==> config.mk <==
export PLATFORM = sky130hd
export DESIGN_NAME = conv1_sequencer
export DESIGN_NICKNAME = d
export VERILOG_FILES = /design/src/rtl/conv1_sequencer.sv
export SDC_FILE = /design/constraint.sdc
export NUM_CORES = 1
export LEC_CHECK = 0
export ABC_AREA = 1
export CAP_MARGIN = 20
export CORE_ASPECT_RATIO = 1.75
export CORE_UTILIZATION = 45
export DETAILED_ROUTE_END_ITERATION = 7
export GPL_TIMING_DRIVEN = 1
export PLACE_DENSITY = 0.76
export SLEW_MARGIN = 20
export SYNTH_ARGS = -nofsm -noshare
export SYNTH_HDL_FRONTEND = slang
export SYNTH_SLANG_ARGS = --single-unit
==> constraint.sdc <==
create_clock -name clk -period 1.8 [get_ports clk]
set_input_delay 0.18 -clock clk [delete_from_list [all_inputs] [get_ports clk]]
set_output_delay 0.18 -clock clk [all_outputs]
set_load 0.03 [all_outputs]
==> src/rtl/conv1_sequencer.sv <==
// Layer-1 convolution sequencer: slides a 5-tap window over one ECG frame,
// drives the conv datapath for CONV_LAT cycles per window and streams packed results.
module conv1_sequencer #(
  parameter int unsigned N_SAMPLES = 186,
  parameter int unsigned CONV_LAT  = 1
) (
  input  logic        clk,
  input  logic        rst,
  input  logic        start,
  input  logic [7:0]  s_data,
  input  logic        s_valid,
  output logic        s_ready,
  output logic        conv_en,
  output logic [39:0] conv_win,
  input  logic [7:0]  conv_r1,
  input  logic [7:0]  conv_r2,
  input  logic [7:0]  conv_r3,
  input  logic [7:0]  conv_r4,
  output logic [31:0] m_data,
  output logic        m_valid,
  input  logic        m_ready,
  output logic        busy,
  output logic        done
);

  localparam int unsigned CNT_W = 8;
  localparam int unsigned LAT_W = 3;
  localparam logic [CNT_W-1:0] FILL_LAST   = CNT_W'(4);
  localparam logic [CNT_W-1:0] OUT_LAST_M1 = CNT_W'(N_SAMPLES - 5);
  localparam logic [LAT_W-1:0] LAT_LAST    = LAT_W'(CONV_LAT - 1);

  typedef enum logic [2:0] {
    S_IDLE, S_FILL, S_ISSUE, S_WAIT, S_OUT, S_STEP, S_DONE
  } state_t;

  state_t             state;
  logic [39:0]        win;
  logic [CNT_W-1:0]   in_cnt;
  logic [CNT_W-1:0]   out_cnt;
  logic [LAT_W-1:0]   lat_cnt;

  assign conv_win = win;

  // Single registered FSM; every output below is a flop.
  always_ff @(posedge clk or negedge rst) begin
    if (!rst) begin
      state   <= S_IDLE;
      win     <= '0;
      in_cnt  <= '0;
      out_cnt <= '0;
      lat_cnt <= '0;
      m_data  <= '0;
      m_valid <= 1'b0;
      s_ready <= 1'b0;
      conv_en <= 1'b0;
      busy    <= 1'b0;
      done    <= 1'b0;
    end else begin
      case (state)
        S_IDLE: begin
          if (start) begin
            state   <= S_FILL;
            win     <= '0;
            in_cnt  <= '0;
            out_cnt <= '0;
            s_ready <= 1'b1;
            busy    <= 1'b1;
          end
        end
        S_FILL: begin
          if (s_valid) begin
            win    <= {s_data, win[39:8]};
            in_cnt <= in_cnt + CNT_W'(1);
            if (in_cnt == FILL_LAST) begin
              state   <= S_ISSUE;
              s_ready <= 1'b0;
              conv_en <= 1'b1;
              lat_cnt <= '0;
            end
          end
        end
        // Window is frozen here because s_ready is low; capture on the last enable cycle.
        S_ISSUE, S_WAIT: begin
          if (lat_cnt == LAT_LAST) begin
            m_data  <= {conv_r4, conv_r3, conv_r2, conv_r1};
            m_valid <= 1'b1;
            conv_en <= 1'b0;
            state   <= S_OUT;
          end else begin
            lat_cnt <= lat_cnt + LAT_W'(1);
            state   <= S_WAIT;
          end
        end
        S_OUT: begin
          if (m_ready) begin
            m_valid <= 1'b0;
            out_cnt <= out_cnt + CNT_W'(1);
            if (out_cnt == OUT_LAST_M1) begin
              state <= S_DONE;
              done  <= 1'b1;
            end else begin
              state   <= S_STEP;
              s_ready <= 1'b1;
            end
          end
        end
        S_STEP: begin
          if (s_valid) begin
            win     <= {s_data, win[39:8]};
            in_cnt  <= in_cnt + CNT_W'(1);
            state   <= S_ISSUE;
            s_ready <= 1'b0;
            conv_en <= 1'b1;
            lat_cnt <= '0;
          end
        end
        S_DONE: begin
          done  <= 1'b0;
          busy  <= 1'b0;
          state <= S_IDLE;
        end
        default: state <= S_IDLE;
      endcase
    end
  end

endmodule
==> report_table.html, run 1 <==
<table>
<tr><th>Metric</th><th>Value</th></tr>
<tr><th colspan="2">Status</th></tr>
<tr><td>Outcome</td><td>finished clean</td></tr>
<tr><th colspan="2">Setup path</th></tr>
<tr><td>Top Family by Delay on Critical Path</td><td>simple AND/OR/NAND/NOR gates</td></tr>
<tr><td>Most repeated library cell on the critical path</td><td>inv_2</td></tr>
<tr><td>Slowest stage cell on the critical path</td><td>dfrtp_1</td></tr>
<tr><td>Critical path cell sequence</td><td>inv_2 &gt; nand2_1 &gt; nor2_2 &gt; buf_4 &gt; inv_2 &gt; nand2_4 &gt; o22ai_1</td></tr>
<tr><td>Data required time at the worst endpoint</td><td>~2.0 ns</td></tr>
<tr><td>Crit end category</td><td>flop</td></tr>
<tr><td>Start-to-end type of the worst setup path</td><td>reg2reg</td></tr>
<tr><td>Largest incremental delay on the critical path</td><td>~0.44 ns</td></tr>
<tr><td>Worst Path Buf+Inv</td><td>3</td></tr>
<tr><td>Arrival time of data at the critical path endpoint</td><td>around 1.9 ns</td></tr>
<tr><td>Launching element type of the critical path</td><td>flop</td></tr>
<tr><td>Crit path max fanout</td><td>37</td></tr>
<tr><th colspan="2">Clock network</th></tr>
<tr><td>Post-CTS setup buffer count</td><td>0</td></tr>
<tr><td>CTS H-Tree Depth</td><td>3</td></tr>
<tr><td>Source-to-sink clock delay at the later pin of the worst-skew pair</td><td>0.35 ns</td></tr>
<tr><td>Total clock sinks</td><td>99</td></tr>
<tr><td>Clock-pin slew on the worst setup and hold paths</td><td>roughly 0.070 ns</td></tr>
<tr><td>Root Buffer</td><td>clkbuf_16</td></tr>
<tr><td>Total clock buffers created by CTS</td><td>9</td></tr>
<tr><td>CTS tree</td><td>done</td></tr>
<tr><td>Largest buffer count on any clock path</td><td>2</td></tr>
<tr><th colspan="2">Finish</th></tr>
<tr><td>Number of nets at the end of the flow</td><td>671</td></tr>
<tr><td>Layout cells sized above 1</td><td>between 6 and 7%</td></tr>
<tr><td>Post-synthesis to final-layout area growth</td><td>38.7%</td></tr>
<tr><td>Ant diodes</td><td>0</td></tr>
<tr><th colspan="2">Detailed routing</th></tr>
<tr><td>Post-DRT Antenna Nets</td><td>0</td></tr>
<tr><td>Routed wire length per instance</td><td>roughly 14 um</td></tr>
<tr><td>DR vias/cell</td><td>~5.0</td></tr>
<tr><td>Total wire length</td><td>between 10000 and 15000 um</td></tr>
<tr><td>Number of remaining DRC errors</td><td>0</td></tr>
<tr><td>Total via count in the routed design</td><td>approximately 3700</td></tr>
<tr><td>Detailed-router iteration count before antenna repair</td><td>4</td></tr>
<tr><td>Number of DRC markers after the initial detailed-route iteration</td><td>between 200 and 300</td></tr>
<tr><th colspan="2">Floorplan</th></tr>
<tr><td>Initial core utilization</td><td>46.8%</td></tr>
<tr><td>IO Count</td><td>~120</td></tr>
<tr><td>Vertical die dimension</td><td>about 130 um</td></tr>
<tr><td>Core Area</td><td>about 0.0092 mm2</td></tr>
<tr><td>Number of rows in the core area</td><td>46</td></tr>
<tr><td>Overall die area</td><td>0.00992 mm2</td></tr>
<tr><td>Die Span X</td><td>about 76 um</td></tr>
<tr><th colspan="2">Synth</th></tr>
<tr><td>Dominant cell type by area after synthesis</td><td>dfrtp_1</td></tr>
<tr><td>Count of yosys warnings during synthesis</td><td>0</td></tr>
<tr><td>Mapped Area</td><td>between 0.004 and 0.005 mm2</td></tr>
<tr><td>Cell count after synthesis</td><td>492</td></tr>
<tr><td>Cell types with the largest area share after synthesis</td><td>dfrtp_1, nand2_1, inv_1</td></tr>
<tr><td>Mean area per synthesized cell</td><td>between 8 and 9 um2</td></tr>
<tr><td>Post-synthesis sequential area ratio</td><td>~58%</td></tr>
<tr><td>Number of register bits inferred by synthesis</td><td>99</td></tr>
<tr><td>Number of nets produced by synthesis</td><td>between 500 and 600</td></tr>
<tr><td>Top-area cell type share of the netlist area</td><td>~58%</td></tr>
<tr><td>Netlist cell types</td><td>29</td></tr>
<tr><th colspan="2">Power</th></tr>
<tr><td>Worst-case vdd ir drop</td><td>around 0.00095 V</td></tr>
<tr><td>Overall power after layout</td><td>10.5 mW</td></tr>
<tr><td>Leakage power</td><td>2.85 nW</td></tr>
<tr><td>Pwr per Cell Area</td><td>1770 mW/mm2</td></tr>
<tr><th colspan="2">Timing</th></tr>
<tr><td>Setup repair after global routing missed its margin</td><td>no</td></tr>
<tr><td>Final worst clock skew</td><td>slightly above 0.006 ns</td></tr>
<tr><td>Final Setup Violations</td><td>0</td></tr>
<tr><td>Final Hold Violating Endpoints</td><td>0</td></tr>
<tr><td>Final count of pins violating max slew</td><td>0</td></tr>
<tr><td>Final period demand of the worst path</td><td>1.66 ns</td></tr>
<tr><td>Slew at the pin closest to its max-slew limit</td><td>0.467 ns</td></tr>
<tr><td>Post-route clock period utilization</td><td>between 90% and 100%</td></tr>
<tr><td>Relative slew margins</td><td>68.8%</td></tr>
<tr><td>Setup slack of the critical path after layout</td><td>0.144 ns</td></tr>
<tr><td>Maximum operating frequency</td><td>roughly 0.60 GHz</td></tr>
<tr><th colspan="2">Place</th></tr>
<tr><td>Final HPWL from detailed placement</td><td>about 7300 um</td></tr>
<tr><td>Worst slack, placed</td><td>-0.0268 ns</td></tr>
<tr><td>Count of buffers inserted at the top-level ports</td><td>121</td></tr>
<tr><td>GP Congestion</td><td>0.881</td></tr>
<tr><th colspan="2">GRT</th></tr>
<tr><td>Tot GR Track Use</td><td>between 20% and 30%</td></tr>
<tr><td>Via count of the first global-routing pass</td><td>3729</td></tr>
<tr><td>Pin count of the biggest net entering global routing</td><td>38</td></tr>
<tr><td>First-pass GRT wire length</td><td>approximately 17000 um</td></tr>
<tr><td>Initial antenna violation count</td><td>0</td></tr>
<tr><td>Sum of overflow across all layers after global routing</td><td>0</td></tr>
<tr><th colspan="2">Run</th></tr>
<tr><td>Maxcap violations</td><td>0</td></tr>
<tr><th colspan="2">Worst hold path</th></tr>
<tr><td>Hold/Removal Path Class</td><td>in2async</td></tr>
</table>
-- kinds of logic (layout without fill, tap and decap cells) --
logic type	after synthesis	after routing	synth area share, %
fa+ha+maj	6	6	1.75
simple gates	234	234	22.4
flops	99	99	57.9
compound gates	70	70	9.21
xor+xnor	2	2	0.409
buf+inv	81	214	8.39
-- registers in the layout, summed over array words and instances (netlist names) --
signal	flops
s_ready	1
conv_en	1
conv_win	40
m_valid	1
m_data	32
out_cnt	8
in_cnt	8
done	1
state	3
busy	1
lat_cnt	3
-- layer usage --
metal	global-route usage (%)	up-vias	wire [um]
met5	0	-	0
met4	8.61	0	277
met3	7.36	28	716
met2	39.3	139	5330
met1	23.9	1754	3800
li1	-	1806	-
-- where the power goes --
group	total [mW]	switching [mW]	internal (mW)	leakage [nW]
combinational	5.03	3.13	1.89	1.41
sequential	3.49	0.477	3.01	1.29
clock	1.98	0.850	1.13	0.147
-- cell usage after synthesis, drive strengths merged --
library cell,instances
a21o,1
a21oi,7
a31oi,1
and2,1
buf,11
clkbuf,3
dfrtp,99
ha,6
inv,67
nand2,177
nand3,16
nand4,6
nor2,33
nor3,1
o21a,1
o21ai,33
o21bai,3
o22ai,24
xor2,2
-- repair_timing --
action	4_1_cts	5_1_grt
endpoints found under the setup margin	0	2
hold buffers	1	0
endpoints found under the hold margin	33	0
resized for setup	0	1
-- final cells by class --
| cell class | count | area (um2) |
|---|---|---|
| Tap cell | 120 | 150 |
| Multi-Input combinational cell | 312 | 1450 |
| Clock buffer | 10 | 239 |
| Timing Repair Buffer | 131 | 1300 |
| Fill cell | 745 | 3210 |
| Sequential cell | 99 | 2480 |
| Clock inverter | 6 | 73.8 |
| Inverter | 67 | 254 |
-- layout by cell type, fill, tap and decap left out, types with 7 or more instances in the layout --
| cell type | count |
|---|---|
| a21oi_1 | 7 |
| buf_4 | 9 |
| clkbuf_16 | 9 |
| clkdlybuf4s50_1 | 120 |
| dfrtp_1 | 99 |
| inv_1 | 63 |
| nand2_1 | 172 |
| nand3_1 | 16 |
| nor2_1 | 29 |
| o21ai_0 | 27 |
| o22ai_1 | 24 |
-- through the flow --
step                hold slack (ns)  utilization, %  TNS (ns)  instances  cell area [um2]
floorplan                    -0.116               -         0        492             4280
CTS                           0.319            64.9         0        745             5940
detailed placement            0.160            61.4   -0.0688        728             5620
finish                        0.331            64.9         0        745             5940
global placement              0.158            61.4         0        728             5620
global route                  0.374            64.9         0        745             5940
-- path summary, 6_finish.rpt --
check | from | to | slack, ns | cells past startpoint
min in group clk | s_data[3] | conv_win[35] | 0.38 | 3
min reg2reg | m_data[25] | m_data[25] | 0.47 | 2
max in group asynchronous | rst | m_data[13] | 0.83 | 3
max | state[1] | conv_win[8] | 0.14 | 7
max reg2reg | state[1] | conv_win[8] | 0.14 | 7
min | rst | conv_win[38] | 0.33 | 2
No activity file was read; power rests on OpenSTA's default activity.
==> run 2: changes to the inputs <==
--- a/config.mk
+++ b/config.mk
@@ -12,6 +12,7 @@
 export DETAILED_ROUTE_END_ITERATION = 7
 export GPL_TIMING_DRIVEN = 1
 export PLACE_DENSITY = 0.76
+export RECOVER_POWER = 100
 export SLEW_MARGIN = 20
 export SYNTH_ARGS = -nofsm -noshare
 export SYNTH_HDL_FRONTEND = slang
==> run 2 against run 1 <==
Compared with the run above: design area shrank 0.42%; first-iteration DRC count up 7.7%; worst setup slack lost 0.024 ns; non-clock buffer count stayed put; hold slack improved by 0.046 ns; wire length fell by 0.23%; core utilization down 0.27 points; die area stayed put; sequential share of layout area grew 0.18 points; cell count did not move; largest power group unchanged.
==> report_table.html, run 2 (same netlist as run 1, synthesis figures left out) <==
<table>
<tr><th>Metric</th><th>Value</th></tr>
<tr><th colspan="2">Timing</th></tr>
<tr><td>Setup repair after global routing missed its margin</td><td>no</td></tr>
<tr><td>Slew at the pin closest to its max-slew limit</td><td>roughly 0.85 ns</td></tr>
<tr><td>Final period demand of the worst path</td><td>between 1.5 and 2 ns</td></tr>
<tr><td>Final Setup Violations</td><td>0</td></tr>
<tr><td>Relative slew margins</td><td>roughly 43%</td></tr>
<tr><td>Maximum operating frequency</td><td>between 0.5 and 0.6 GHz</td></tr>
<tr><td>Final Hold Violating Endpoints</td><td>0</td></tr>
<tr><td>Final count of pins violating max slew</td><td>0</td></tr>
<tr><td>Worst slack on hold paths</td><td>0.376 ns</td></tr>
<tr><td>Final worst clock skew</td><td>0.00611 ns</td></tr>
<tr><td>Post-route clock period utilization</td><td>about 93%</td></tr>
<tr><th colspan="2">Detailed routing</th></tr>
<tr><td>Detailed-router iteration count before antenna repair</td><td>4</td></tr>
<tr><td>Routed wire length per instance</td><td>13.6 um</td></tr>
<tr><td>Total via count in the routed design</td><td>around 3700</td></tr>
<tr><td>Total wire length</td><td>10100 um</td></tr>
<tr><td>Number of DRC markers after the initial detailed-route iteration</td><td>279</td></tr>
<tr><td>DR vias/cell</td><td>4.97</td></tr>
<tr><td>Number of remaining DRC errors</td><td>0</td></tr>
<tr><td>Post-DRT Antenna Nets</td><td>0</td></tr>
<tr><th colspan="2">Floorplan</th></tr>
<tr><td>Number of rows in the core area</td><td>46</td></tr>
<tr><td>Die Span X</td><td>between 70 and 80 um</td></tr>
<tr><td>Core Area</td><td>about 0.0092 mm2</td></tr>
<tr><td>Overall die area</td><td>around 0.0099 mm2</td></tr>
<tr><td>Initial core utilization</td><td>roughly 47%</td></tr>
<tr><td>Vertical die dimension</td><td>about 130 um</td></tr>
<tr><td>IO Count</td><td>between 100 and 150</td></tr>
<tr><th colspan="2">GRT</th></tr>
<tr><td>Sum of overflow across all layers after global routing</td><td>0</td></tr>
<tr><td>Tot GR Track Use</td><td>between 20% and 30%</td></tr>
<tr><td>Initial antenna violation count</td><td>0</td></tr>
<tr><td>First-pass GRT wire length</td><td>between 15000 and 20000 um</td></tr>
<tr><td>Via count of the first global-routing pass</td><td>around 3700</td></tr>
<tr><td>Pin count of the biggest net entering global routing</td><td>38</td></tr>
<tr><th colspan="2">Power</th></tr>
<tr><td>Overall power after layout</td><td>about 10 mW</td></tr>
<tr><td>Leakage power</td><td>around 3.0 nW</td></tr>
<tr><td>Clock network fraction of design power</td><td>around a fifth</td></tr>
<tr><td>Worst-case vdd ir drop</td><td>between 0.0009 and 0.001 V</td></tr>
<tr><td>Pwr per Cell Area</td><td>around 1700 mW/mm2</td></tr>
<tr><td>Internal power of the cells</td><td>5.76 mW</td></tr>
<tr><td>Switch share</td><td>a little over two fifths</td></tr>
<tr><td>Sequential Power Share</td><td>approximately 34%</td></tr>
<tr><td>Psw</td><td>roughly 4.4 mW</td></tr>
<tr><td>Portion of total power attributed to combinational logic</td><td>between 40% and 50%</td></tr>
<tr><th colspan="2">Clock network</th></tr>
<tr><td>Largest buffer count on any clock path</td><td>2</td></tr>
<tr><td>CTS H-Tree Depth</td><td>3</td></tr>
<tr><td>Total clock buffers created by CTS</td><td>9</td></tr>
<tr><td>Clock-pin slew on the worst setup and hold paths</td><td>0.07 ns</td></tr>
<tr><td>Source-to-sink clock delay at the later pin of the worst-skew pair</td><td>0.35 ns</td></tr>
<tr><td>Total clock sinks</td><td>99</td></tr>
<tr><td>CTS tree</td><td>done</td></tr>
<tr><td>Root Buffer</td><td>clkbuf_16</td></tr>
<tr><th colspan="2">Finish</th></tr>
<tr><td>Post-synthesis to final-layout area growth</td><td>38.2%</td></tr>
<tr><td>Ant diodes</td><td>0</td></tr>
<tr><td>Commonest non-fill, non-tap cells in the layout</td><td>nand2_1, dfrtp_1, dlygate4sd3_1, inv_1, clkdlybuf4s50_1</td></tr>
<tr><td>Number of nets at the end of the flow</td><td>671</td></tr>
<tr><td>Most common library cell in the layout ignoring fill and taps</td><td>nand2_1</td></tr>
<tr><td>Layout cells sized above 1</td><td>between 6 and 7%</td></tr>
<tr><td>Number of flip-flops in the largest register</td><td>40</td></tr>
<tr><th colspan="2">Setup path</th></tr>
<tr><td>R2r setup slk</td><td>~0.12 ns</td></tr>
<tr><td>Launching element type of the critical path</td><td>flop</td></tr>
<tr><td>Crit path max fanout</td><td>32</td></tr>
<tr><td>Start-to-end type of the worst setup path</td><td>reg2reg</td></tr>
<tr><td>Slowest stage cell on the critical path</td><td>dfrtp_1</td></tr>
<tr><td>Crit end category</td><td>flop</td></tr>
<tr><td>Data required time at the worst endpoint</td><td>a little over 2 ns</td></tr>
<tr><td>Critical path cell sequence</td><td>inv_2 &gt; nand2_1 &gt; nor2_2 &gt; buf_4 &gt; inv_2 &gt; clkbuf_4 &gt; o22ai_1</td></tr>
<tr><td>Largest incremental delay on the critical path</td><td>roughly 0.44 ns</td></tr>
<tr><td>Arrival time of data at the critical path endpoint</td><td>1.94 ns</td></tr>
<tr><td>Most repeated library cell on the critical path</td><td>inv_2</td></tr>
<tr><th colspan="2">Place</th></tr>
<tr><td>GP Congestion</td><td>0.881</td></tr>
<tr><td>Count of buffers inserted at the top-level ports</td><td>around 120</td></tr>
<tr><td>Final HPWL from detailed placement</td><td>between 7000 and 8000 um</td></tr>
<tr><th colspan="2">Worst hold path</th></tr>
<tr><td>Hold/Removal Path Class</td><td>in2reg</td></tr>
<tr><th colspan="2">Status</th></tr>
<tr><td>Outcome</td><td>finished clean</td></tr>
<tr><th colspan="2">Run</th></tr>
<tr><td>Maxcap violations</td><td>0</td></tr>
</table>
run 2: power groups by stage:
stage                     Clock, mW  Combinational [mW]  Sequential, mW
after floorplan                   0                1.67            4.87
after global placement            0                4.95            3.49
after detailed placement          0                5.04            3.51
after CTS                      2.02                5.07            3.49
after global routing           2.11                5.20            3.56
final                          1.98                4.74            3.45
run 2: metal layers:
layer / part of all wire (%) / vias to the layer above / track usage (%)
met2: 53 / 121 / 39.3
met5: 0 / - / 0
met1: 38 / 1746 / 23.9
met4: 2.6 / 0 / 8.61
li1: - / 1811 / -
met3: 6.8 / 24 / 7.36
run 2: per-stage QoR:
stage	util, %	cell area [um2]	worst slack, ns	std cells	setup TNS (ns)
6_report	64.6	5920	0.121	745	0
5_1_grt	64.6	5920	0.0213	745	0
4_1_cts	64.9	5940	0.107	745	0
3_5_place_dp	61.4	5620	-0.0268	728	-0.0688
3_3_place_gp	61.4	5620	0.0222	728	0
2_1_floorplan	-	4280	0.329	492	0
run 2: final cells by class:
class                           count  area [um2]
Clock buffer                       10         239
Timing Repair Buffer              131        1280
Sequential cell                    99        2480
Fill cell                         747        3240
Tap cell                          120         150
Clock inverter                      6        73.8
Multi-Input combinational cell    312        1440
Inverter                           67         254
run 2: final timing paths:
| kind | startpoint | end | cells past startpoint |
|---|---|---|---|
| max | state[1] | conv_win[8] | 7 |
| max reg2reg | state[1] | conv_win[8] | 7 |
| max in group asynchronous | rst | m_data[13] | 3 |
| min in group asynchronous | rst | conv_win[38] | 2 |
| min | conv_r2[0] | m_data[8] | 3 |
| min reg2reg | m_data[25] | m_data[25] | 2 |
run 2: repair_timing:
action | in CTS | in global routing
endpoints found under the setup margin | 0 | 2
resized for setup | 0 | 1
setup buffers | 0 | 0
hold buffers | 1 | 0
endpoints found under the hold margin | 33 | 0
run 2: critical path, delay by kind of cell, from the launching register on:
family / cells / cell delay, ns
buffers and inverters: 4 / 0.67
DFF: 1 / 0.44
and+or+nand+nor: 2 / 0.23
AOI/OAI and AO/OA: 1 / 0.24
==> run 3: changes to the inputs <==
--- a/config.mk
+++ b/config.mk
@@ -8,6 +8,7 @@
 export ABC_AREA = 1
 export CAP_MARGIN = 20
 export CORE_ASPECT_RATIO = 1.75
+export CORE_MARGIN = 10
 export CORE_UTILIZATION = 45
 export DETAILED_ROUTE_END_ITERATION = 7
 export GPL_TIMING_DRIVEN = 1
==> constraint.sdc (replaced) <==
create_clock -name clk -period 2.1 [get_ports clk]
set_input_delay 0.21 -clock clk [delete_from_list [all_inputs] [get_ports clk]]
set_output_delay 0.21 -clock clk [all_outputs]
set_load 0.03 [all_outputs]
==> run 3 against run 2 <==
Compared with the run above: register-to-register slack better by 0.27 ns; maximum frequency down 1.7%; core utilization down 2.0 points; critical path depth unchanged; largest power group unchanged.
==> report_table.html, run 3 (same netlist as run 1, synthesis figures left out) <==
<table>
<tr><th>Metric</th><th>Value</th></tr>
<tr><th colspan="2">GRT</th></tr>
<tr><td>Via count of the first global-routing pass</td><td>3837</td></tr>
<tr><td>Sum of overflow across all layers after global routing</td><td>0</td></tr>
<tr><td>First-pass GRT wire length</td><td>~18000 um</td></tr>
<tr><td>Pin count of the biggest net entering global routing</td><td>56</td></tr>
<tr><td>Initial antenna violation count</td><td>0</td></tr>
<tr><td>Tot GR Track Use</td><td>16.3%</td></tr>
<tr><th colspan="2">Power</th></tr>
<tr><td>Worst-case vdd ir drop</td><td>0.000860 V</td></tr>
<tr><td>Leakage power</td><td>2.99 nW</td></tr>
<tr><td>Pwr per Cell Area</td><td>roughly 1500 mW/mm2</td></tr>
<tr><th colspan="2">Setup path</th></tr>
<tr><td>Top Family by Delay on Critical Path</td><td>buffers and inverters</td></tr>
<tr><td>Start-to-end type of the worst setup path</td><td>reg2reg</td></tr>
<tr><td>Arrival time of data at the critical path endpoint</td><td>between 1.5 and 2 ns</td></tr>
<tr><td>Most repeated library cell on the critical path</td><td>nor2_1</td></tr>
<tr><td>Crit path max fanout</td><td>13</td></tr>
<tr><td>Data required time at the worst endpoint</td><td>approximately 2.3 ns</td></tr>
<tr><td>Slowest stage cell on the critical path</td><td>clkbuf_1</td></tr>
<tr><td>Crit end category</td><td>flop</td></tr>
<tr><td>Worst Path Buf+Inv</td><td>2</td></tr>
<tr><td>Critical path cell sequence</td><td>inv_1 &gt; nand2_1 &gt; nor2_1 &gt; nor2_1 &gt; clkbuf_1 &gt; nor2_1 &gt; o21a_1</td></tr>
<tr><td>Launching element type of the critical path</td><td>flop</td></tr>
<tr><td>Largest incremental delay on the critical path</td><td>0.48 ns</td></tr>
<tr><th colspan="2">Finish</th></tr>
<tr><td>Ant diodes</td><td>0</td></tr>
<tr><td>Layout cells sized above 1</td><td>under 10%</td></tr>
<tr><td>Number of nets at the end of the flow</td><td>~670</td></tr>
<tr><td>Fill cell instance count of the final layout</td><td>between 800 and 900</td></tr>
<tr><td>Number of flip-flops in the largest register</td><td>40</td></tr>
<tr><td>Post-synthesis to final-layout area growth</td><td>37.6%</td></tr>
<tr><td>Post-route design area</td><td>0.00589 mm2</td></tr>
<tr><td>Most common library cell in the layout ignoring fill and taps</td><td>nand2_1</td></tr>
<tr><td>Commonest non-fill, non-tap cells in the layout</td><td>nand2_1, dfrtp_1, dlygate4sd3_1, inv_1, clkdlybuf4s50_1</td></tr>
<tr><td>Finished Core Util</td><td>between 60% and 70%</td></tr>
<tr><th colspan="2">Timing</th></tr>
<tr><td>Final Hold Violating Endpoints</td><td>0</td></tr>
<tr><td>Post-route clock period utilization</td><td>around 81%</td></tr>
<tr><td>Worst slack on hold paths</td><td>around 0.40 ns</td></tr>
<tr><td>Setup slack of the critical path after layout</td><td>around 0.4 ns</td></tr>
<tr><td>Final Setup Violations</td><td>0</td></tr>
<tr><td>Final count of pins violating max slew</td><td>0</td></tr>
<tr><td>Relative slew margins</td><td>7.24%</td></tr>
<tr><td>Final worst clock skew</td><td>0.00769 ns</td></tr>
<tr><td>Maximum operating frequency</td><td>just under 0.6 GHz</td></tr>
<tr><td>Slew at the pin closest to its max-slew limit</td><td>1.39 ns</td></tr>
<tr><td>Final period demand of the worst path</td><td>~1.7 ns</td></tr>
<tr><td>Setup repair after global routing missed its margin</td><td>no</td></tr>
<tr><td>Sum of negative setup slack</td><td>0 ns</td></tr>
<tr><th colspan="2">Detailed routing</th></tr>
<tr><td>Total wire length</td><td>11100 um</td></tr>
<tr><td>Number of DRC markers after the initial detailed-route iteration</td><td>~210</td></tr>
<tr><td>Number of remaining DRC errors</td><td>0</td></tr>
<tr><td>Routed wire length per instance</td><td>roughly 15 um</td></tr>
<tr><td>DR vias/cell</td><td>around 4.9</td></tr>
<tr><td>Detailed-router iteration count before antenna repair</td><td>4</td></tr>
<tr><td>Total via count in the routed design</td><td>between 3000 and 4000</td></tr>
<tr><td>Post-DRT Antenna Nets</td><td>0</td></tr>
<tr><th colspan="2">Floorplan</th></tr>
<tr><td>Die Span X</td><td>between 90 and 100 um</td></tr>
<tr><td>Initial core utilization</td><td>between 40% and 50%</td></tr>
<tr><td>Overall die area</td><td>about 0.014 mm2</td></tr>
<tr><td>Number of rows in the core area</td><td>between 40 and 50</td></tr>
<tr><td>IO Count</td><td>between 100 and 150</td></tr>
<tr><td>Vertical die dimension</td><td>about 150 um</td></tr>
<tr><td>Core Area</td><td>between 0.009 and 0.01 mm2</td></tr>
<tr><th colspan="2">Place</th></tr>
<tr><td>Cell area after placement</td><td>roughly 0.0056 mm2</td></tr>
<tr><td>Count of buffers inserted at the top-level ports</td><td>approximately 120</td></tr>
<tr><td>Final HPWL from detailed placement</td><td>around 8500 um</td></tr>
<tr><td>Worst slack, placed</td><td>0.428 ns</td></tr>
<tr><td>GP Congestion</td><td>a little over 0.8</td></tr>
<tr><th colspan="2">Clock network</th></tr>
<tr><td>Root Buffer</td><td>clkbuf_16</td></tr>
<tr><td>Clock-pin slew on the worst setup and hold paths</td><td>0.07 ns</td></tr>
<tr><td>Post-CTS setup buffer count</td><td>0</td></tr>
<tr><td>Largest buffer count on any clock path</td><td>2</td></tr>
<tr><td>CTS tree</td><td>done</td></tr>
<tr><td>Source-to-sink clock delay at the later pin of the worst-skew pair</td><td>between 0.3 and 0.4 ns</td></tr>
<tr><td>Total clock buffers created by CTS</td><td>9</td></tr>
<tr><td>CTS H-Tree Depth</td><td>3</td></tr>
<tr><td>Total clock sinks</td><td>slightly below 100</td></tr>
<tr><th colspan="2">Worst hold path</th></tr>
<tr><td>Hold/Removal Path Class</td><td>in2reg</td></tr>
<tr><th colspan="2">Run</th></tr>
<tr><td>Maxcap violations</td><td>0</td></tr>
<tr><th colspan="2">Status</th></tr>
<tr><td>Outcome</td><td>finished clean</td></tr>
</table>
-- run 3: final timing paths --
check / cells after the start / slack [ns] / end / from
worst max-delay path: 7 / 0.39 / in_cnt[4] / state[1]
max in group asynchronous: 2 / 0.53 / m_data[21] / rst
worst min register to register: 2 / 0.47 / m_data[22] / m_data[22]
worst max register to register: 7 / 0.39 / in_cnt[4] / state[1]
worst min-delay path: 3 / 0.40 / m_data[0] / conv_r1[0]
min in group asynchronous: 2 / 0.74 / conv_win[3] / rst
-- run 3: power breakdown --
group	leakage, nW	switching [mW]	internal [mW]	total [mW]
Clock	0.139	0.746	0.824	1.57
Sequential	1.29	0.381	2.58	2.96
Combinational	1.55	2.72	1.37	4.09
Total	2.99	3.85	4.78	8.63
-- run 3: final cells by class --
type | instances | area [um2] | area share (%)
clock inverter | 7 | 58.8 | 0.998
tap | 122 | 153 | 2.59
clock buffer | 9 | 225 | 3.82
inverter | 67 | 251 | 4.27
timing repair buffer | 129 | 1290 | 21.9
multi-input combinational | 312 | 1440 | 24.4
sequential | 99 | 2480 | 42.1
-- run 3: layer usage --
metal  wire [um]  track usage [%]
met1        4090             16.7
met2        5700             28.2
met3        1070             6.65
met4         259             7.25
met5           0                0
-- run 3: repair_timing --
action,CTS,global route
hold buffers,1,0
endpoints found under the hold margin,53,0
resized for setup,0,0
-- run 3: worst min-delay path: cells and delay by family --
family	cells	cell delay, ns
AND/OR/NAND/NOR	2	0.11
buffers and inverters	1	0.39
-- run 3: through the flow --
stage          instances  power (mW)
5_1_grt              745        9.21
3_3_place_gp         728        7.31
2_1_floorplan        492        5.61
3_5_place_dp         728        7.42
6_report             745        8.63
4_1_cts              745        9.02
